--- config.mk ---
export PLATFORM = sky130hd
export DESIGN_NAME = imem_cache
export DESIGN_NICKNAME = d
export VERILOG_FILES = /design/src/rtl/imem_cache_pkg.sv /design/src/rtl/imem_cache_store.sv /design/src/rtl/imem_cache.sv
export SDC_FILE = /design/constraint.sdc
export NUM_CORES = 2
export LEC_CHECK = 0
export CAP_MARGIN = 40
export CORE_MARGIN = 5
export CORE_UTILIZATION = 50
export CTS_CLUSTER_SIZE = 8
export DETAILED_ROUTE_END_ITERATION = 7
export PLACE_DENSITY = 0.74
export SLEW_MARGIN = 20
export SYNTH_ARGS = -nofsm -noshare
export SYNTH_HDL_FRONTEND = slang
export SYNTH_HIERARCHICAL = 1
export SYNTH_SLANG_ARGS = --single-unit
--- constraint.sdc ---
create_clock -name clock -period 8.4 [get_ports clock]
set_clock_uncertainty 0.15 [all_clocks]
set_input_delay 2.52 -clock clock [delete_from_list [all_inputs] [get_ports clock]]
set_output_delay 2.52 -clock clock [all_outputs]
set_load 0.01 [all_outputs]
--- src/rtl/imem_cache_pkg.sv ---
// imem_cache_pkg: shared types and address-field helpers for the
// direct-mapped instruction cache.
//   icache_state_e : refill FSM states
//   ic_tag/ic_index/ic_word : split a fetch address into cache fields,
//     given IB = log2(LINES) and WB = log2(WORDS). Results are
//     right-aligned in 32 bits; callers size-cast to the field width.
package imem_cache_pkg;

  typedef enum logic {
    IC_IDLE   = 1'b0,
    IC_REFILL = 1'b1
  } icache_state_e;

  // Word offset inside a line: addr[WB+1:2]
  function automatic logic [31:0] ic_word(input logic [31:0] addr,
                                          input int unsigned  wb);
    return (addr >> 2) & ((32'd1 << wb) - 32'd1);
  endfunction

  // Line index: addr[IB+WB+1:WB+2]
  function automatic logic [31:0] ic_index(input logic [31:0] addr,
                                           input int unsigned  ib,
                                           input int unsigned  wb);
    return (addr >> (wb + 2)) & ((32'd1 << ib) - 32'd1);
  endfunction

  // Tag: everything above the index
  function automatic logic [31:0] ic_tag(input logic [31:0] addr,
                                         input int unsigned  ib,
                                         input int unsigned  wb);
    return addr >> (ib + wb + 2);
  endfunction

endpackage

--- src/rtl/imem_cache_store.sv ---
// imem_cache_store: tag, data and valid arrays of the instruction cache.
//   clk_i, rst_i     : clock, synchronous active-high reset (clears valid only)
//   flush_i          : clears every valid bit at the clock edge
//   rd_index_i/rd_word_i -> rd_valid_o, rd_tag_o, rd_data_o : async lookup
//   data_we_i, wr_index_i, wr_word_i, wr_data_i : one refill word per cycle
//   line_we_i, wr_tag_i : commits the tag and sets valid for wr_index_i
// Tag and data arrays are intentionally not reset.
module imem_cache_store #(
  parameter int unsigned  LINES = 16,
  parameter int unsigned  WORDS = 4,
  localparam int unsigned IB    = $clog2(LINES),
  localparam int unsigned WB    = $clog2(WORDS),
  localparam int unsigned TW    = 32 - IB - WB - 2
) (
  input  logic          clk_i,
  input  logic          rst_i,
  input  logic          flush_i,
  input  logic [IB-1:0] rd_index_i,
  input  logic [WB-1:0] rd_word_i,
  output logic          rd_valid_o,
  output logic [TW-1:0] rd_tag_o,
  output logic [31:0]   rd_data_o,
  input  logic          data_we_i,
  input  logic [IB-1:0] wr_index_i,
  input  logic [WB-1:0] wr_word_i,
  input  logic [31:0]   wr_data_i,
  input  logic          line_we_i,
  input  logic [TW-1:0] wr_tag_i
);

  logic [LINES-1:0] valid_q, valid_d;
  logic [TW-1:0]    tag_q  [LINES];
  logic [31:0]      data_q [LINES][WORDS];

  assign rd_valid_o = valid_q[rd_index_i];
  assign rd_tag_o   = tag_q[rd_index_i];
  assign rd_data_o  = data_q[rd_index_i][rd_word_i];

  // Flush is applied after the line commit so a flush on the final
  // refill beat leaves that line invalid.
  always_comb begin
    valid_d = valid_q;
    if (line_we_i) valid_d[wr_index_i] = 1'b1;
    if (flush_i)   valid_d = '0;
  end

  always_ff @(posedge clk_i) begin
    if (rst_i) valid_q <= '0;
    else       valid_q <= valid_d;
  end

  always_ff @(posedge clk_i) begin
    if (data_we_i) data_q[wr_index_i][wr_word_i] <= wr_data_i;
    if (line_we_i) tag_q[wr_index_i] <= wr_tag_i;
  end

endmodule

--- src/rtl/imem_cache.sv ---
// imem_cache: direct-mapped, read-only instruction cache in front of a
// multi-cycle instruction memory.
//   clock, reset : clock, synchronous active-high reset
//   pc           : fetch address (pc[1:0] ignored)
//   flush        : one-cycle pulse, invalidates every line
//   instruction  : word at pc on a hit, 0 while stalled or in reset
//   stall        : high while pc misses or a refill is running
//   mem_req/mem_addr/mem_ready/mem_rdata : refill beat interface
//   hit_count/miss_count : saturating event counters
//
// Refill handshake: mem_req is high for the whole refill and mem_addr is
// held stable until a cycle with mem_req & mem_ready; in that cycle the
// beat is accepted and mem_rdata is captured. mem_ready without mem_req
// (and any mem_ready during reset) is ignored.
module imem_cache
  import imem_cache_pkg::*;
#(
  parameter int unsigned LINES = 16,
  parameter int unsigned WORDS = 4
) (
  input  logic        clock,
  input  logic        reset,
  input  logic [31:0] pc,
  input  logic        flush,
  output logic [31:0] instruction,
  output logic        stall,
  output logic        mem_req,
  output logic [31:0] mem_addr,
  input  logic        mem_ready,
  input  logic [31:0] mem_rdata,
  output logic [31:0] hit_count,
  output logic [31:0] miss_count
);

  localparam int unsigned IB = $clog2(LINES);
  localparam int unsigned WB = $clog2(WORDS);
  localparam int unsigned TW = 32 - IB - WB - 2;

  icache_state_e state_q, state_d;
  logic [WB-1:0] beat_q, beat_d;
  logic [TW-1:0] miss_tag_q, miss_tag_d;
  logic [IB-1:0] miss_index_q, miss_index_d;
  logic [31:0]   hit_count_q, hit_count_d;
  logic [31:0]   miss_count_q, miss_count_d;

  logic [TW-1:0] pc_tag;
  logic [IB-1:0] pc_index;
  logic [WB-1:0] pc_word;

  logic          rd_valid;
  logic [TW-1:0] rd_tag;
  logic [31:0]   rd_data;
  logic          hit;
  logic          data_we, line_we;

  assign pc_tag   = TW'(ic_tag(pc, IB, WB));
  assign pc_index = IB'(ic_index(pc, IB, WB));
  assign pc_word  = WB'(ic_word(pc, WB));

  imem_cache_store #(
    .LINES (LINES),
    .WORDS (WORDS)
  ) u_store (
    .clk_i      (clock),
    .rst_i      (reset),
    .flush_i    (flush),
    .rd_index_i (pc_index),
    .rd_word_i  (pc_word),
    .rd_valid_o (rd_valid),
    .rd_tag_o   (rd_tag),
    .rd_data_o  (rd_data),
    .data_we_i  (data_we),
    .wr_index_i (miss_index_q),
    .wr_word_i  (beat_q),
    .wr_data_i  (mem_rdata),
    .line_we_i  (line_we),
    .wr_tag_i   (miss_tag_q)
  );

  assign hit         = (state_q == IC_IDLE) && rd_valid && (rd_tag == pc_tag);
  assign stall       = reset ? 1'b0 : !hit;
  assign instruction = (reset || !hit) ? 32'd0 : rd_data;
  assign mem_addr    = {miss_tag_q, miss_index_q, beat_q, 2'b00};
  assign hit_count   = hit_count_q;
  assign miss_count  = miss_count_q;

  always_comb begin
    state_d      = state_q;
    beat_d       = beat_q;
    miss_tag_d   = miss_tag_q;
    miss_index_d = miss_index_q;
    hit_count_d  = hit_count_q;
    miss_count_d = miss_count_q;
    mem_req      = 1'b0;
    data_we      = 1'b0;
    line_we      = 1'b0;

    case (state_q)
      IC_IDLE: begin
        if (hit) begin
          if (hit_count_q != 32'hFFFF_FFFF) hit_count_d = hit_count_q + 32'd1;
        end else begin
          // A coinciding flush still clears valid; the refill starts anyway.
          miss_tag_d   = pc_tag;
          miss_index_d = pc_index;
          beat_d       = '0;
          state_d      = IC_REFILL;
          if (miss_count_q != 32'hFFFF_FFFF) miss_count_d = miss_count_q + 32'd1;
        end
      end
      IC_REFILL: begin
        mem_req = 1'b1;
        // Writes are suppressed in a reset cycle so an abandoned burst
        // leaves nothing behind.
        if (mem_ready && !reset) begin
          data_we = 1'b1;
          beat_d  = beat_q + WB'(1);
          if (beat_q == WB'(WORDS - 1)) begin
            line_we = 1'b1;
            state_d = IC_IDLE;
          end
        end
      end
      default: state_d = IC_IDLE;
    endcase
  end

  always_ff @(posedge clock) begin
    if (reset) begin
      state_q      <= IC_IDLE;
      beat_q       <= '0;
      miss_tag_q   <= '0;
      miss_index_q <= '0;
      hit_count_q  <= '0;
      miss_count_q <= '0;
    end else begin
      state_q      <= state_d;
      beat_q       <= beat_d;
      miss_tag_q   <= miss_tag_d;
      miss_index_q <= miss_index_d;
      hit_count_q  <= hit_count_d;
      miss_count_q <= miss_count_d;
    end
  end

endmodule

* Word-level counts from Yosys, hierarchy flattened
Memory sizes are Yosys's and may differ from the RTL's. Cells that the tools add are included.
Storage, ports and cells: register bits after elaboration 111, bits in writable memories 2432, word-level logic and storage cells 70, memories kept 2
Operators by class: add/sub/neg operators 3, order comparisons 6, eq/ne operators 6, multiplexer cells 28, bitwise operators 5, reduce and logical (&&, ||, !) cells 13
Memory list:
- u_store.data_q | depth 16, width 128, rd ports 1, clocked after memory_dff 0, wr ports 1, RTL line imem_cache_store.sv:33 | logic [31:0] data_q [LINES][WORDS];
- u_store.tag_q | depth 16, width 24, rd ports 1, clocked after memory_dff 0, wr ports 1, RTL line imem_cache_store.sv:32 | logic [TW-1:0] tag_q [LINES];
Operators by type and width (count):
- 128-bit two-way mux | 1
- 32-bit two-way mux | 4
- 32-bit by 1-bit adder with 32-bit output (second input constant) | 2
- 32-bit binary-select mux with 2-bit select | 1
- 32-bit demux with 2-bit select | 1
- 32-bit != test (second input constant) | 2
- 24-bit == test | 1
- 16-bit OR | 1
- 1-bit two-way mux | 15
- 4-bit by 5-bit less-than comparator with 1-bit output (second input constant) | 2
- 3-bit greater-or-equal comparator (second input constant) | 2
- 2-bit NOT with 3-bit output | 2
- 3-bit AND reduction | 2
- 1-bit logical AND | 5
- 1-bit binary-select mux with 4-bit select | 1
- 1-bit demux with 4-bit select | 1
- 4-bit by 1-bit greater-or-equal comparator with 1-bit output (second input constant) | 1
- 2-bit two-way mux | 2
- 2-bit case mux with 2 select lines | 1
- 2-bit AND reduction | 2
- 3-bit by 1-bit less-than comparator with 1-bit output (second input constant) | 1
- 2-bit by 1-bit adder with 2-bit output (second input constant) | 1
- 2-bit == test (second input constant) | 1
- 1-bit zero test | 2
- other kinds (6) | 7

* Logic depth before layout (Yosys ltp)
depth after elaboration 7, depth in mapped cells 17, depth with buffers taken out 10

* Hierarchy
Netlist, hierarchy kept.
Modules (own cells, without submodules):
- imem_cache_store | times used 1, cells an instance 3919, area an instance 92597.6 um^2, sequential area each 73350.3 um^2
- imem_cache | times used 1, cells an instance 644, area an instance 5149.9 um^2, sequential area each 1901.8 um^2

* Worst setup path after synthesis
OpenSTA, ideal clock, no wires.
path kind in2out, from in pc[4], to out stall, data arrival time 5.726 ns, data required time 5.730 ns, slack 0.004 ns, stages on the path 13, path buffers 6, cells stage by stage buf_2 > buf_6 > buf_6 > buf_6 > mux4_2 > mux4_2 > xnor2_1 > nand3_1 > or3_4 > nor3_2 > clkbuf_1 > clkbuf_1 > nor2_1
RTL lines:
- from (decl) | RTL line imem_cache.sv:23 | input logic [31:0] pc,
- memory read 16 x 24 bit
- named net rd_tag[12] | RTL line imem_cache.sv:51 | logic [TW-1:0] rd_tag;
- 24-bit == test | RTL line imem_cache.sv:80 | assign hit = (state_q == IC_IDLE) && rd_valid && (rd_tag == pc_tag);
- 1-bit logical AND | RTL line imem_cache.sv:80
- 1-bit zero test | RTL line imem_cache.sv:81 | assign stall = reset ? 1'b0 : !hit;
- 1-bit two-way mux | RTL line imem_cache.sv:81
- to (decl) | RTL line imem_cache.sv:26 | output logic stall,
The timed path passes the listed nets, and every way through them passes these cells. The select of a mux whose other input is x is not followed.

* Worst setup path in the final report
from in pc[4], to out instruction[21]
RTL lines:
- memory read 16 x 24 bit
- named net rd_tag[19] | RTL line imem_cache.sv:51
- 24-bit == test | RTL line imem_cache.sv:80
- 1-bit logical AND | RTL line imem_cache.sv:80
- 1-bit zero test | RTL line imem_cache.sv:82 | assign instruction = (reset || !hit) ? 32'd0 : rd_data;
- 1-bit logical OR | RTL line imem_cache.sv:82
- 32-bit two-way mux | RTL line imem_cache.sv:82
- to (decl) | RTL line imem_cache.sv:25 | output logic [31:0] instruction,
The timed path passes the listed nets, and every way through them passes these cells. The select of a mux whose other input is x is not followed.

==> reports/metrics.yaml <==
run_status:
  outcome: "finished with violations"
  violations: "negative setup slack"
routing:
  first_pass_iters: 6
  via_count: 52221
  drtAntennaViolNets: 0
  avgRoutedWirePerCell_um: 33.6
  wirelength_mm: 267
  drt_iter0_markers: 7160
  viasPerCell: 6.58
  drc: 0
pwr:
  power_frac_seq_pct: 49.7
  power_density_nw_per_um2: 241
  peakVddDrop_mv: 0.214
  internal-power_uw: 22400
  comb_power_share_pct: 4.7
  clkPwrFrac_pct: 45.6
  swShare_pct: 20.5
  p_leak_uw: 0.0370
  power.switching_uw: 5750
floorplan:
  placementRows: 162
  ios: 198
  start_util_pct: 50.2
  core_area_um2: 195000
  die_h_um: 452
  die_w_um: 452
  die-area_um2: 204000
global_route:
  grt_use_total_pct: 25.9
  grt_pass1_wl_mm: 382
  grt_pass1_vias: 53377
  grt_overflow: 0
  grt_max_degree: 96
  antenna_found_initial: 6
placed_design:
  placed_area_um2: 106000
  port_buffers: 193
  dp_cells: 7476
  gp_congestion: 0.812
  dp_hpwl_mm: 148
synth:
  avgSynthCellArea_um2: 21.4
  synth-main-ff-cell: "edfxtp_1"
  synthArstFlopShare_pct: 0
  synth-seq-cells: 2543
  synth_edf_count: 2432
  yosysSeqAreaShare_pct: 77.0
  synth_warnings: 6
  ys_types: 60
  synth_area_um2: 97700
  syn_inst: 4563
final_layout:
  final_cell_mix: "edfxtp_1, mux4_2, clkbuf_16"
  finalNetCount: 5320
  final_common_cell: "edfxtp_1"
  fin_cells: 7935
  post-route-util_pct: 59.8
  fillers: 13015
  areaGrowthSynthToFinish_pct: 19.3
  drive_above_1_share_pct: 30.7
  fin_area_um2: 117000
timing:
  slew_violations: 0
  grt_setup_unrepaired: "yes"
  tightest_slew_ps: 909
  fin_tns_setup_ps: -1010
  period_needed_ps: 8470
  post-route-worst-setup-slack_ps: -70.3
  min_period_over_period_pct: 101
  hold_ws_ps: 324
  setup_viol: 21
  max_freq_ghz: 0.118
  finalHoldViolations: 0
  slew_headroom_pct: 39.2
cts:
  tritoncts: "yes"
  numClockSinks: 2543
  insertion_delay_ps: 940
  h-tree-depth: 5
  cts_buffers: 368
  cts-root-buf: "clkbuf_16"
  clk_path_buf_depth: 4
  cts.reportedPaths.clkPinSlew_ps: 50
setup_path:
  cp-start-kind: "primary input"
  crit_path_start: "pc[4]"
  cp.required_ps: 5730
  critPathMaxFanout: 7
  rr_startpoint: "u_store/tag_q[2][4]"
  crit_type: "in -> out"
  endpoint_kind: "output pin"
  cp.arrival_ps: 5800
worst_hold_path:
  hold_class: "reg -> reg"
  hp-start: "u_store/valid_q[2]"
flow_run:
  max_cap_violations: 0
[sequential cells by signal (all words and copies together) (netlist names)]
| signal | flops |
|---|---|
| beat_q | 2 |
| hit_count | 32 |
| miss_count | 32 |
| miss_index_q | 4 |
| miss_tag_q | 24 |
| state_q | 1 |
| u_store/data_q | 2048 |
| u_store/tag_q | 384 |
| u_store/valid_q | 16 |
[path summary, 6_finish.rpt]
check                           slack [ps]  cells after the start                  to
worst min-delay path                   320                      2  u_store/valid_q[2]
worst min register to register         320                      2  u_store/valid_q[2]
worst max register to register        3960                     11       hit_count[27]
worst max-delay path                   -70                     15     instruction[21]
[cells in the mapped netlist, drive strengths merged, types with 4 or more instances]
cell	instances	area [µm²]
edfxtp	2432	73000
mux4	631	14200
nor2	144	541
buf	131	885
clkbuf	131	492
o22ai	125	782
dfxtp	111	2220
a21oi	107	536
nand2	85	319
o21ai	59	295
nand3	56	280
mux2i	43	430
nor2b	41	257
and2	39	244
or4	37	278
a22oi	36	270
nand4	36	225
nor4	33	219
o31ai	33	248
o221ai	32	280
nor3	27	140
xnor2	24	210
o22a	19	166
mux2	18	203
nand2b	16	100
or3	16	105
a211oi	15	113
a31oi	11	68.8
and3	11	68.8
or2	8	50.1
nand3b	7	52.6
o21ba	7	70.1
and4	6	52.6
inv	5	18.8
o21a	4	30.0
[power by group through the flow]
stage	Clock (µW)	Sequential, µW	Combinational (µW)
6_report	12800	14000	1330
3_5_place_dp	0	14200	1260
2_1_floorplan	0	14200	646
5_1_grt	13600	14000	1390
3_3_place_gp	0	14200	1200
4_1_cts	12900	14000	1320
[repair_timing]
item                                    4_1_cts  5_1_grt
gates resized for setup                     181       47
hold endpoints to repair                      0        0
pin swaps                                    13        8
endpoints found under the setup margin       33       33
hold buffers                                  0        0
buffers inserted                             13        2
cloned                                       10        1
[stage by stage]
stage	power, µW	worst slack, ps
2_1_floorplan	14800	3.79
3_3_place_gp	15400	-726
3_5_place_dp	15500	-525
4_1_cts	28200	-2.20
5_1_grt	28900	-195
6_report	28100	-70.3
[per-layer routing]
layer | GRT usage, % | part of all wire [%] | routed length [µm]
met1 | 33.3 | 35 | 93000
met2 | 42.4 | 49 | 132000
met3 | 6.17 | 11 | 28700
met4 | 12.0 | 5.0 | 13400
met5 | 0 | 0 | 0
[cell type report]
type	count	area, µm²	share of cell area [%]
multi-input cells	1754	21900	18.8
well taps	2624	3280	2.82
repair buffers	577	6390	5.48
clock inverters	8	103	0.0880
inverters	5	18.8	0.0161
diodes	2	5.00	0.00429
flip-flops and latches	2543	75300	64.6
clock buffers	422	9580	8.22
[kinds of logic after synthesis]
group / Yosys count / synth area share [%]
compound gates: 464 / 3.08
xor+xnor: 24 / 0.215
fa+ha+maj: 3 / 0.0384
buf+inv: 267 / 1.43
flops: 2543 / 77.0
mux: 692 / 15.2
other cells: 1 / 0.00384
simple gates: 569 / 3.06
[worst max-delay path: stages]
cell and delay, ps:
buf_16 150, buf_12 150, buf_12 110, mux4_2 480, mux4_2 530, xnor2_2 250, nand4_1 220, nor4_2 350
nand2_1 140, nor2_4 140, buf_12 170, buf_8 150, buf_12 140, and2_4 150, buf_6 90
No activity file was read; power rests on OpenSTA's default activity.
